==> src/rtl/mux2_4_arb.sv <==
// Round-robin two-source arbiter feeding one 4-bit 2:1 mux into a one-entry
// output register, with a configurable per-source burst length.
module mux2_4_arb #(
  parameter int unsigned BURST = 1
) (
  input  logic       clk,
  input  logic       rst,
  input  logic       a_valid,
  input  logic [3:0] a_data,
  output logic       a_ready,
  input  logic       b_valid,
  input  logic [3:0] b_data,
  output logic       b_ready,
  output logic       sel,
  output logic       q_valid,
  output logic [3:0] q_data,
  output logic       q_src,
  input  logic       q_ready
);

  typedef enum logic [1:0] {
    IDLE  = 2'd0,
    GNT_A = 2'd1,
    GNT_B = 2'd2
  } state_t;

  localparam logic [3:0] BURST_CNT = 4'(BURST);

  state_t     state, state_next;
  logic [3:0] cnt;
  logic       last;

  logic       load;
  logic       has_win;
  logic       win_a;
  logic       cont;
  logic       owner_a;
  logic       owner_valid;
  logic       other_valid;
  logic [3:0] mux_y;

  assign load        = !q_valid || q_ready;
  assign owner_a     = (state == GNT_A);
  assign owner_valid = owner_a ? a_valid : b_valid;
  assign other_valid = owner_a ? b_valid : a_valid;

  // NOTE: every signal written here gets a default first, so no path leaves
  // it unassigned and no latch is inferred.
  always_comb begin
    has_win = 1'b0;
    win_a   = 1'b0;
    cont    = 1'b0;
    if (state == IDLE) begin
      has_win = a_valid || b_valid;
      // On a tie the source that did not go last wins; last = B favours A.
      if (a_valid && b_valid) win_a = !last;
      else                    win_a = a_valid;
    end else if (owner_valid && (cnt < BURST_CNT)) begin
      has_win = 1'b1;
      win_a   = owner_a;
      cont    = 1'b1;
    end else if (other_valid) begin
      has_win = 1'b1;
      win_a   = !owner_a;
    end else if (owner_valid) begin
      has_win = 1'b1;
      win_a   = owner_a;
    end
  end

  assign sel     = has_win && win_a;
  assign mux_y   = sel ? a_data : b_data;
  assign a_ready = !rst && load && has_win && win_a;
  assign b_ready = !rst && load && has_win && !win_a;

  always_comb begin
    state_next = state;
    if (load) begin
      if (!has_win)   state_next = IDLE;
      else if (win_a) state_next = GNT_A;
      else            state_next = GNT_B;
    end
  end

  // NOTE: sequential state uses non-blocking assignments so every register
  // samples the pre-edge values of the others.
  always_ff @(posedge clk) begin
    if (rst) begin
      state   <= IDLE;
      cnt     <= 4'd0;
      last    <= 1'b0;
      q_valid <= 1'b0;
      q_data  <= 4'd0;
      q_src   <= 1'b0;
    end else if (load) begin
      state <= state_next;
      if (has_win) begin
        q_valid <= 1'b1;
        q_data  <= mux_y;
        q_src   <= win_a;
        last    <= win_a;
        cnt     <= cont ? cnt + 4'd1 : 4'd1;
      end else begin
        cnt     <= 4'd0;
        q_valid <= 1'b0;
      end
    end
  end

endmodule

==> config.mk <==
export PLATFORM = sky130hd
export DESIGN_NAME = mux2_4_arb
export DESIGN_NICKNAME = d
export VERILOG_FILES = /design/src/rtl/mux2_4_arb.sv
export SDC_FILE = /design/constraint.sdc
export NUM_CORES = 1
export LEC_CHECK = 0
export ABC_AREA = 1
export CORE_MARGIN = 5
export CORE_UTILIZATION = 35
export DETAILED_ROUTE_END_ITERATION = 8
export SYNTH_ARGS = -nofsm -noshare
export SYNTH_HDL_FRONTEND = slang
export SYNTH_SLANG_ARGS = --single-unit
==> constraint.sdc <==
create_clock -name clk -period 2.6 [get_ports clk]
set_input_delay 0.26 -clock clk [delete_from_list [all_inputs] [get_ports clk]]
set_output_delay 0.26 -clock clk [all_outputs]
set_load 0.01 [all_outputs]
==> results.md <==
- Status: completed
- Core occupancy in the finished layout: 54.0%
- First-pass GRT wire length: 2630 microns
- Reg clk slew, reported paths: 0.08 ns
- WL final: 1520 microns
- RSZ-0062 raised after global routing: false
- Num CTS Buffers: 3
- Starting DRT DRC Count: 4
- Final Power: 0.490 mW
- Synth Cell Area: 659 sq um
- Compound-cell area share of the yosys netlist: 9.11%
- Most instantiated library cell after synthesis: nand2_1
- Post-synth cell types: 20
- Maxcap violations: 0
- Starting Density: 37.4%
- Initial antenna violation count: 0
- All-Layer GR Usage: 13.0%
- Crit Path Class: reg2out
- Die H: 53.4 microns
- Die ar.: 0.00285 sq mm
- CTS sink count: 12
- Simple-gate share of the synthesized area: 40.8%
- Largest family of logic cells by synthesized area: simple AND/OR/NAND/NOR gates
- Detail Route Antenna Nets: 0
- Pin count of the biggest net entering global routing: 9
- Worst r2r src: cnt[0]
- Placer congestion estimate: 0.799
- Clock Latency Late Sink: 0.27 ns
- DRC violations left: 0
- CP Max Fanout: 8
- Clock skew: 0.00169 ns
- Synth-to-Final Area Change: 44.4%
- Tcrit/Tclk final: 84.8%
- Syn_area_per_cell: 7.25 sq um
- Core area: 0.00176 sq mm
- N_diodes: 0
- Synth Area in Adders: 3.80%
- Cell Chain, Critical Path: inv_1 -> ha_1 -> nand3_1 -> nand3_4 -> nand2_4 -> inv_2 -> nor2_1 -> clkdlybuf4s50_1
- Post-DR wirelength/cell: 10.6 microns
- Levels on crit path: 8
- Cell family with most CP delay: buffers and inverters
- Crit path time final: 2.21 ns
- IO Port Bufs: 21
- Power Dens Cells: 515 mW/mm^2
- Top-Level Pins: 22
- Syn_nets: 106
- Slew Limit Headroom: 81.6%
- Max Clk Rate: 453 MHz
- Leak: 0.424 nW
- Highest ir drop seen on vdd: 0.000269 V
- CTS tree: done
- R2R Path End: q_data[0]
- Largest area contributor in the netlist: dfxtp_1
- Post-DP Area: 916 sq um
- Die Width: 53.4 microns
- Worst path required time: 2.34 ns
- Peak per-stage delay on the critical path: 0.53 ns
- Vias in the first global route: 617
- Pre-Repair DR Iteration Count: 4
- Top post-synthesis cells by count: nand2_1, dfxtp_1, inv_1, nand3_1, nor2_1
- H-tree depth: 1
- Hpwl dp: 1230 microns
- Row count: 15
- Post-CTS Resized: 0
- Syn Inst Count: 91
- Post-synthesis mux area share: 0%
- Predominant post-synthesis flop cell: dfxtp_1
- Worst min-delay path class: reg2reg
- Ys async rst share: 0%
- Hold path cells: 2
- Max stage delay cell, worst path: clkdlybuf4s50_1
- Final Cell Area: 952 sq um
- Net count, final: 134
- CP Capture Point: b_ready
- Yosys warns: 0
- Worst Setup SP: cnt[0]
- Number of synthesized flops with an enable pin: 0
- Setup TNS: 0 ns
- Critical path startpoint category: flip-flop
- CP Capture Type: output pin
- Critical path arrival: 1.95 ns
- Worst R2R Setup Slack: 1.25 ns
- Synth Area in XOR/XNOR: 1.33%
- Final setup vio count: 0
- Root buf cell: clkbuf_4
- Via count: 622
- Via/cell ratio: 4.35
- Global route total overflow: 0
- Worst R2R Path Depth: 10
- Synth top area share: 36.4%
- Hold buffer count at cts: 0
- Setup Fix Bufs, Post-CTS: 0
- Clk buf depth: 2
- Register bit total from synthesis: 12
- Top post-synthesis cells by area: dfxtp_1, nand2_1, nand3_1
- Fin. max-slew vios: 0
- Worst Tran Pin Value: 0.276 ns
- Final Hold Vio Count: 0
- Layout cells sized above 1: 16.9%
- Sequential cell area fraction in the yosys report: 36.4%
- Layout fillers: 178
- Buf/Inv on CP: 3
==> per-stage QoR <==
stage          hold WS (ns)  cells  setup WS [ns]
5_1_grt               0.470    143          0.238
2_1_floorplan         0.329     91           1.19
6_report              0.437    143          0.394
3_5_place_dp          0.426    139          0.403
3_3_place_gp          0.418    139          0.433
4_1_cts               0.439    143          0.367
==> how the worst min path moves through the flow <==
stage / from / end / slack (ns)
finish: cnt[3] / cnt[3] / 0.44
global route: cnt[3] / cnt[3] / 0.47
CTS: cnt[3] / cnt[3] / 0.44
detailed placement: cnt[3] / cnt[3] / 0.43
global placement: cnt[3] / cnt[3] / 0.42
floorplan: rst / cnt[0] / 0.33
==> cell usage in the layout (no fill, tap or decap) <==
cell type / Yosys / layout
o22ai_2: 1 / 1
a21oi_2: 1 / 1
nor3_4: 1 / 1
clkbuf_4: 0 / 3
ha_1: 2 / 2
clkdlybuf4s50_1: 0 / 21
o21ai_2: 1 / 1
o21ai_1: 2 / 2
nor2_1: 7 / 7
nor2_4: 2 / 2
o21ai_0: 2 / 2
xnor2_1: 1 / 1
inv_1: 12 / 12
nand3_4: 1 / 1
nand2_1: 24 / 24
or2_0: 1 / 1
inv_2: 3 / 3
a21oi_1: 2 / 2
clkbuf_8: 0 / 1
nand2_4: 1 / 1
nor2_2: 3 / 3
nand3_1: 12 / 12
buf_4: 0 / 2
dfxtp_1: 12 / 12
==> power by group <==
part | internal [mW] | switching, mW | total (mW)
Clock | 0.0850 | 0.0625 | 0.147
Combinational | 0.0678 | 0.0669 | 0.135
Sequential | 0.199 | 0.00906 | 0.208
==> area by class of cell <==
| type | instances | area, sq um | area share (%) |
|---|---|---|---|
| multi-input combinational | 64 | 363 | 38.1 |
| timing repair buffer | 23 | 225 | 23.7 |
| inverter | 15 | 56.3 | 5.91 |
| clock buffer | 4 | 36.3 | 3.81 |
| tap | 25 | 31.3 | 3.29 |
| sequential | 12 | 240 | 25.2 |
==> metal layers <==
layer	part of all wire (%)	GRT usage [%]	vias up
met5	0	0	-
met2	45	19.4	13
li1	-	-	342
met3	7.7	4.23	2
met1	46	16.0	265
met4	1.3	7.66	0
==> cells by family (layout without fill, tap and decap cells) <==
family	Yosys count	after routing
xor gates and xnor gates	1	1
AOI/OAI and AO/OA	9	9
adders and majority gates	2	2
DFF	12	12
and+or+nand+nor	52	52
buffers and inverters	15	42
==> registers in the layout, indices dropped and copies added, names as in the netlist <==
name	cells
cnt	4
last	1
q_data	4
q_valid	1
state	2
==> tightest hold or removal path, cell delays in order (launching register included) <==
cell and delay (ns):
dfxtp_1 0.32, inv_1 0.05, nor2_1 0.03
(Power assumes the default switching activity.)
